**src/rtl/spawn_scheduler.sv**
```systemverilog
// rtl/spawn_scheduler.sv - falling-object spawn scheduler over a pool of object slots
// Optional SPAWN_SPEEDUP_EN shortens the spawn interval as spawns accumulate.
module spawn_scheduler #(
  parameter int NUM_SLOTS     = 4,
  parameter int INTERVAL      = 1000,
  parameter int X_MAX         = 1023,
  parameter int MIN_INTERVAL  = 100,
  parameter int SPEEDUP_EVERY = 8,
  parameter int SPEEDUP_STEP  = 50
) (
  input  logic                 clk,
  input  logic                 rst,
  input  logic                 enable,
  input  logic [10:0]          random_number,
  input  logic [NUM_SLOTS-1:0] slot_done,
  output logic [NUM_SLOTS-1:0] spawn_valid,
  output logic [10:0]          spawn_x,
  output logic [NUM_SLOTS-1:0] slot_busy,
  output logic [15:0]          spawn_count
);

  localparam int TW = $clog2(INTERVAL + 1);
  localparam int SW = (NUM_SLOTS > 1) ? $clog2(NUM_SLOTS) : 1;

  typedef enum logic [1:0] {
    S_IDLE,
    S_COUNT,
    S_PICK,
    S_SPAWN
  } state_t;

  state_t               state_q, state_d;
  logic [TW-1:0]        timer_q, timer_d;
  logic [SW-1:0]        slot_q, slot_d;
  logic [10:0]          x_q, x_d;
  logic [NUM_SLOTS-1:0] spawn_valid_q, spawn_valid_d;
  logic [10:0]          spawn_x_q, spawn_x_d;
  logic [NUM_SLOTS-1:0] slot_busy_q, slot_busy_d;
  logic [15:0]          spawn_count_q, spawn_count_d;
  logic [TW-1:0]        cur_interval;

  logic [SW-1:0]        free_idx;
  logic                 free_found;
  logic [10:0]          r_off;
  logic [10:0]          x_map;

  // Lowest-index free slot wins; scan from the top so the last hit is the lowest.
  always_comb begin
    free_idx   = '0;
    free_found = 1'b0;
    for (int i = NUM_SLOTS - 1; i >= 0; i--) begin
      if (!slot_busy_q[i]) begin
        free_idx   = SW'(i);
        free_found = 1'b1;
      end
    end
  end

  always_comb begin
    r_off = random_number - 11'(X_MAX + 1);
    if (random_number <= 11'(X_MAX)) begin
      x_map = random_number;
    end else if (r_off > 11'(X_MAX)) begin
      x_map = 11'(X_MAX);
    end else begin
      x_map = r_off;
    end
  end

  always_comb begin
    state_d       = state_q;
    timer_d       = timer_q;
    slot_d        = slot_q;
    x_d           = x_q;
    spawn_valid_d = '0;
    spawn_x_d     = '0;
    slot_busy_d   = slot_busy_q & ~slot_done;
    spawn_count_d = spawn_count_q;
    if (!enable) begin
      state_d = S_IDLE;
      timer_d = '0;
    end else begin
      case (state_q)
        S_IDLE: begin
          state_d = S_COUNT;
          timer_d = '0;
        end
        S_COUNT: begin
          if (timer_q == cur_interval - TW'(1)) begin
            state_d = S_PICK;
          end else begin
            timer_d = timer_q + TW'(1);
          end
        end
        S_PICK: begin
          if (free_found) begin
            slot_d  = free_idx;
            x_d     = x_map;
            state_d = S_SPAWN;
          end
        end
        S_SPAWN: begin
          spawn_valid_d = NUM_SLOTS'(1) << slot_q;
          spawn_x_d     = x_q;
          slot_busy_d   = (slot_busy_q & ~slot_done) | (NUM_SLOTS'(1) << slot_q);
          spawn_count_d = spawn_count_q + 16'd1;
          state_d       = S_COUNT;
          timer_d       = '0;
        end
        default: begin
          state_d = S_IDLE;
          timer_d = '0;
        end
      endcase
    end
  end

  always_ff @(posedge clk or negedge rst) begin
    if (!rst) begin
      state_q       <= S_IDLE;
      timer_q       <= '0;
      slot_q        <= '0;
      x_q           <= '0;
      spawn_valid_q <= '0;
      spawn_x_q     <= '0;
      slot_busy_q   <= '0;
      spawn_count_q <= '0;
    end else begin
      state_q       <= state_d;
      timer_q       <= timer_d;
      slot_q        <= slot_d;
      x_q           <= x_d;
      spawn_valid_q <= spawn_valid_d;
      spawn_x_q     <= spawn_x_d;
      slot_busy_q   <= slot_busy_d;
      spawn_count_q <= spawn_count_d;
    end
  end

`ifdef SPAWN_SPEEDUP_EN
  localparam int EW = (SPEEDUP_EVERY > 1) ? $clog2(SPEEDUP_EVERY) : 1;

  logic [TW-1:0] cur_interval_q, cur_interval_d;
  logic [EW-1:0] speedup_cnt_q, speedup_cnt_d;
  logic [31:0]   cur_ext;

  // The reduced interval is committed on the spawn edge, so the COUNT that follows uses it.
  always_comb begin
    cur_interval_d = cur_interval_q;
    speedup_cnt_d  = speedup_cnt_q;
    cur_ext        = 32'(cur_interval_q);
    if (spawn_valid_d != '0) begin
      if (speedup_cnt_q == EW'(SPEEDUP_EVERY - 1)) begin
        speedup_cnt_d = '0;
        if (cur_ext >= 32'(MIN_INTERVAL + SPEEDUP_STEP)) begin
          cur_interval_d = TW'(cur_ext - 32'(SPEEDUP_STEP));
        end else begin
          cur_interval_d = TW'(MIN_INTERVAL);
        end
      end else begin
        speedup_cnt_d = speedup_cnt_q + EW'(1);
      end
    end
  end

  always_ff @(posedge clk or negedge rst) begin
    if (!rst) begin
      cur_interval_q <= TW'(INTERVAL);
      speedup_cnt_q  <= '0;
    end else begin
      cur_interval_q <= cur_interval_d;
      speedup_cnt_q  <= speedup_cnt_d;
    end
  end

  assign cur_interval = cur_interval_q;
`else
  logic unused_speedup_cfg;

  assign cur_interval       = TW'(INTERVAL);
  assign unused_speedup_cfg = (MIN_INTERVAL + SPEEDUP_EVERY + SPEEDUP_STEP) != 0;
`endif

  assign spawn_valid = spawn_valid_q;
  assign spawn_x     = spawn_x_q;
  assign slot_busy   = slot_busy_q;
  assign spawn_count = spawn_count_q;

endmodule

```
**config.mk**
```make
export PLATFORM = sky130hd
export DESIGN_NAME = spawn_scheduler
export DESIGN_NICKNAME = d
export VERILOG_FILES = /design/src/rtl/spawn_scheduler.sv
export SDC_FILE = /design/constraint.sdc
export NUM_CORES = 1
export LEC_CHECK = 0
export BUFFER_PORTS_ARGS = -buffer_cell sky130_fd_sc_hd__buf_4
export CAP_MARGIN = 30
export CORE_ASPECT_RATIO = 0.9
export CORE_MARGIN = 3
export CORE_UTILIZATION = 25
export CTS_CLUSTER_DIAMETER = 50
export DETAILED_ROUTE_END_ITERATION = 10
export HOLD_SLACK_MARGIN = 0.06
export PLACE_DENSITY_LB_ADDON = 0.3
export SLEW_MARGIN = 30
export SYNTH_ARGS = -nofsm -noshare
export SYNTH_HDL_FRONTEND = slang
export SYNTH_SLANG_ARGS = --single-unit
```
**constraint.sdc**
```tcl
create_clock -name clk -period 4.1 [get_ports clk]
set_input_delay 0.41 -clock clk [delete_from_list [all_inputs] [get_ports clk]]
set_output_delay 0.41 -clock clk [all_outputs]
set_load 0.02 [all_outputs]
```
== After elaboration in Yosys (flattened, before gate mapping) ==
Index checks and enable logic that the tools add are counted.
Word-level totals
  flip-flop bits (word level): 60
  bits in latches: 0
  memory bits (writable): 0
  memory bits (read-only): 0
  input bits: 18
  output and inout bits: 35
  word-level logic and storage cells: 54
  memories kept: 0
Operators by class
  add/subtract/negate cells: 3
  $mul: 0
  divide/modulo/power cells: 0
  $lt $le $gt $ge: 2
  equality and inequality tests: 8
  shifts and indexed selects: 1
  mux-type cells: 23
  bitwise operators: 3
  reductions and logical operators: 6
Operator list (number)
  $mux W11: 4
  $mux W10: 2
  $pmux W10 S2: 1
  $add A16 B1 Y16 const B: 1
  $mux W4: 4
  $mux W2: 7
  $gt A11 B10 Y1 const B: 1
  $le A11 B10 Y1 const B: 1
  $sub A11 B11 Y11 const B: 1
  $add A10 B1 Y10 const B: 1
  $eq A10 B10 Y1 const B: 1
  $ne A3 B3 Y1 const B: 3
  $pmux W2 S3: 1
  $reduce_and A2 Y1: 3
  $and A4 B4 Y4: 1
  $eq A2 B2 Y1 const B: 2
  $mux W1: 4
  $not A4 Y4: 1
  $or A4 B4 Y4: 1
  $shl A1 B2 Y4 const A: 1
  $ne A3 B2 Y1 const B: 1
  $reduce_and A3 Y1: 1
  $eq A2 B1 Y1 const B: 1
  $logic_not A2 Y1: 1
  $reduce_or A2 Y1: 1

== Logic depth before layout (Yosys ltp) ==
  depth after elaboration: 7
  gate-level depth with buffers: 7
  gate-level depth less buffers: 6

== Worst setup path after synthesis ==
Ideal clock, no wire load.
  kind: reg-to-reg
  from: register state_q[0]
  to: register timer_q[7]
  arrival time: 1.473 ns
  data required time: 3.968 ns
  slack: 2.495 ns
  stages on the path, launching flop included: 7
  cells stage by stage: dfrtp_1 inv_1 ha_1 nor3b_1 nor4_1 xnor2_1 o21ai_1
Between the ends
  longest elaborated chain between the ends: 4
RTL lines
  start, declared: RTL line 32  | state_t state_q, state_d;
  start signal, assigned: RTL line 129  | state_q <= state_d;
  $eq A2 B2 Y1 or $logic_not A2 Y1 (tied branches): RTL line 83  | case (state_q)
  $reduce_or A2 Y1 (no line)
  $pmux W10 S2 or $ne A3 B2 Y1 (tied branches)
  $mux W10 or $reduce_and A2 Y1 (tied branches)
  end signal, assigned: RTL line 130  | timer_q <= timer_d;
  end, declared: RTL line 33  | logic [TW-1:0] timer_q, timer_d;
Several ways; a longest one is shown, not always the timed one.
A chain may end at the register's enable or synchronous reset.

== Final worst setup path ==
  from: register state_q[0]
  to: register spawn_count_q[15], in the netlist spawn_count[15]
Between the ends
  longest elaborated chain between the ends: 2
RTL lines
  $eq A2 B2 Y1: RTL line 83
  $reduce_and A2 Y1 (no line)
  end signal, assigned: RTL line 136  | spawn_count_q <= spawn_count_d;
  end, declared: RTL line 39  | logic [15:0] spawn_count_q, spawn_count_d;
No other way between the ends.

==> reports/metrics.sh <==
STATUS='finished, final reports clean'
MAX-CLOCK-PATH-BUFFERS=2
WL_PER_CELL_UM=13.9
POWER_PER_CELL_AREA_nW_PER_UM2=533
FINAL_CELL_AREA_UM2=3420
GRT_PASS1_WL_UM=9700
DIE_WIDTH_UM=114
DR_TOTAL_VIAS=1812
FINALNETCOUNT=298
CORE.ROWCOUNT=34
GLOBALPLACE.CONGESTION=0.700
SYNTH-EDFF-COUNT=0
POST_ROUTE_CELLS_DRIVE_ABOVE_1_SHARE_PCT=30.5
NUMCTSBUFFERS=9
WORSTREG2REGSTART='state_q[0]$_DFFE_PN0P_'
GRT_START_MAX_NET_PINS=61
SYN_INST=218
SYNTH-SEQ-AREA-SHARE_PCT=57.5
LAYOUTNONFILLERINSTCOUNT=405
MOSTFREQUENTLAYOUTCELL='sky130_fd_sc_hd__dfrtp_1'
CRITPATHCAPTURETYPE='flip-flop'
CTSRESIZECOUNT=0
POST-ROUTE-WORST-SETUP-SLACK_NS=2.08
YS_WARN_COUNT=0
CTS_TREE='done'
DETAILED_ROUTE_ITER0_VIOLATIONS=133
TIMING.FINAL.CRIT_PERIOD_NS=2.02
HPWLAFTERDP_UM=3720
SYNTH.DISTINCT_CELLS=38
HOLD_PATH.CLASS='in2async'
CRITICAL_PATH.STARTPOINT='state_q[0]$_DFFE_PN0P_'
SYNTHARSTFLOPSHARE_PCT=100
CLOCK_ROOT_BUFFER_MASTER='sky130_fd_sc_hd__clkbuf_16'
GRT_ANTENNA_BEFORE_REPAIR=0
POST_DRT_VIA_CELL_RATIO=4.47
MAX_CAP_VIOL_COUNT=0
PATH_MAX_FANOUT=14
POSTROUTEWIRELENGTH_UM=5620
CTS_HOLD_BUF=0
CRIT_REQUIRED_NS=4.35
PLACED_CELLS=389
HOLD_VIOL_FINAL=0
FINAL_CELL_MIX='sky130_fd_sc_hd__dfrtp_1, sky130_fd_sc_hd__buf_4, sky130_fd_sc_hd__nand2_1, sky130_fd_sc_hd__and3_1, sky130_fd_sc_hd__xnor2_1'
CLK_LATENCY_NS=0.32
FINAL_MAX_SLEW_VIOL_COUNT=0
PLACE_WORST_SETUP_SLACK_NS=2.03
CLOCK_SINK_COUNT=60
SLEW_HEADROOM_PCT=49.1
FLOORPLAN.IO_PINS=53
DIE_AREA_UM2=11700
TIMING.SETUP.TNS_NS=0
FMAX_MHz=494
FIN_SKEW_NS=0.00420
DIE-HEIGHT_UM=103
GRT_USAGE_PCT=10.6
RSZ0062_AT_GRT='no'
CRITICALPATHCATEGORY='reg2reg'
CTS.CLK_SLEW.WORST_PATHS_NS=0.06
FINAL_ANTENNA_NET_COUNT=0
SYNTH.AVG_CELL_AREA_UM2=12.0
INITIAL_CORE_UTIL_PCT=26.4
HTREE_LEVELS=3
FINALSETUPVIOLCOUNT=0
WORST-ENDPOINT-ARRIVAL_NS=2.27
CELL_AREA_AFTER_SYNTHESIS_UM2=2610
DRC=0
PLACE.PORT_BUFFERS=51
DRT_PASS1_ITERATIONS=4
SYNTH_FF_TYPE='sky130_fd_sc_hd__dfrtp_1'
MAX-VDD-IR-DROP_mV=0.222
WORST_SETUP_PATH_START_KIND='flip-flop'
CELLLEAKAGEPOWER_nW=1.72
SYNTH_SEQ_CELLS=60
POSTSYNTHNETCOUNT=242
POSTCTSSETUPREPAIRBUFS=0
GR-TOTAL-OVERFLOW=0
DIODES=0
NUMBER_OF_GLOBAL_ROUTE_VIAS_BEFORE_REPAIR=1893
PLACED_CELL_AREA_UM2=3130
PERIOD_SHARE_PCT=49.3
CORE_REGION_AREA_UM2=9910
SYN2LAYOUT_AREA_GROWTH_PCT=30.9
WORST_PIN_SLEW_NS=0.764
[power breakdown]
part | total [mW] | switching (mW) | internal, mW
clock network | 0.734 | 0.264 | 0.470
registers | 0.762 | 0.0712 | 0.690
logic | 0.326 | 0.175 | 0.151
total | 1.82 | 0.510 | 1.31
[stage by stage]
stage	hold slack (ns)	util, %	total power [mW]
finish	0.152	34.5	1.82
CTS	0.189	34.5	1.86
global route	0.228	34.5	1.93
detailed placement	0.468	31.5	1.10
global placement	0.463	31.5	1.09
floorplan	0.114	-	0.972
[worst max-delay path, stage by stage (launching register included)]
cell,delay (ns)
sky130_fd_sc_hd__dfrtp_1,0.39
sky130_fd_sc_hd__ha_1,0.54
sky130_fd_sc_hd__and3_1,0.41
sky130_fd_sc_hd__nand2_1,0.19
sky130_fd_sc_hd__nor3_1,0.26
sky130_fd_sc_hd__xor2_1,0.16
[cell families after synthesis]
logic type      Yosys count  share of synthesized area (%)
flops                    60                           57.5
xor+xnor                 20                           6.71
simple gates             82                           20.3
fa+ha+maj                 6                           2.87
buf+inv                  16                           2.44
mux                      13                           5.51
compound gates           21                           4.69
[cell usage after synthesis, types with 3 or more instances]
| library cell | count | area share (%) |
|---|---|---|
| sky130_fd_sc_hd__nand3_1 | 10 | 1.9 |
| sky130_fd_sc_hd__and3_1 | 13 | 3.1 |
| sky130_fd_sc_hd__xor2_1 | 8 | 2.7 |
| sky130_fd_sc_hd__clkbuf_1 | 3 | 0.43 |
| sky130_fd_sc_hd__o21ai_0 | 5 | 0.96 |
| sky130_fd_sc_hd__a21o_1 | 3 | 0.86 |
| sky130_fd_sc_hd__xnor2_1 | 12 | 4.0 |
| sky130_fd_sc_hd__ha_1 | 6 | 2.9 |
| sky130_fd_sc_hd__nand2_1 | 17 | 2.4 |
| sky130_fd_sc_hd__and2_1 | 4 | 0.96 |
| sky130_fd_sc_hd__inv_1 | 10 | 1.4 |
| sky130_fd_sc_hd__buf_2 | 3 | 0.57 |
| sky130_fd_sc_hd__a21oi_1 | 7 | 1.3 |
| sky130_fd_sc_hd__dfrtp_1 | 60 | 57 |
| sky130_fd_sc_hd__nor3_1 | 4 | 0.77 |
| sky130_fd_sc_hd__mux2_2 | 11 | 4.7 |
| sky130_fd_sc_hd__and4_1 | 4 | 1.3 |
| sky130_fd_sc_hd__nor2_1 | 9 | 1.3 |
[sequential cells by signal, summed over array words and instances (netlist names)]
name         flops
x_q             11
state_q          2
spawn_x         11
spawn_valid      4
spawn_count     16
slot_busy        4
slot_q           2
timer_q         10
[routing by layer]
| metal | GRT usage, % | routed length, µm |
|---|---|---|
| met1 | 12.6 | 2640 |
| met2 | 17.5 | 2570 |
| met3 | 4.75 | 365 |
| met4 | 3.33 | 48 |
| met5 | 0 | 0 |
[layout make-up]
| class | instances | area [µm²] |
|---|---|---|
| Clock buffer | 10 | 229 |
| Clock inverter | 6 | 63.8 |
| Fill cell | 999 | 6490 |
| Inverter | 10 | 37.5 |
| Multi-Input combinational cell | 142 | 1050 |
| Sequential cell | 60 | 1500 |
| Tap cell | 126 | 158 |
| Timing Repair Buffer | 51 | 383 |
[path summary, 6_finish.rpt]
path                       cells after the start  slack (ns)                           to
setup / recovery                               5        2.08  spawn_count[15]$_DFFE_PN0P_
hold / removal                                 1        0.15     spawn_valid[2]$_DFF_PN0_
setup reg to reg                               5        2.08  spawn_count[15]$_DFFE_PN0P_
hold reg to reg                                1        0.47  spawn_count[15]$_DFFE_PN0P_
max in group asynchronous                      1        3.43       timer_q[1]$_DFFE_PN0P_
min in group clk                               2        0.27       slot_busy[1]$_DFF_PN0_
(Power assumes the default switching activity.)
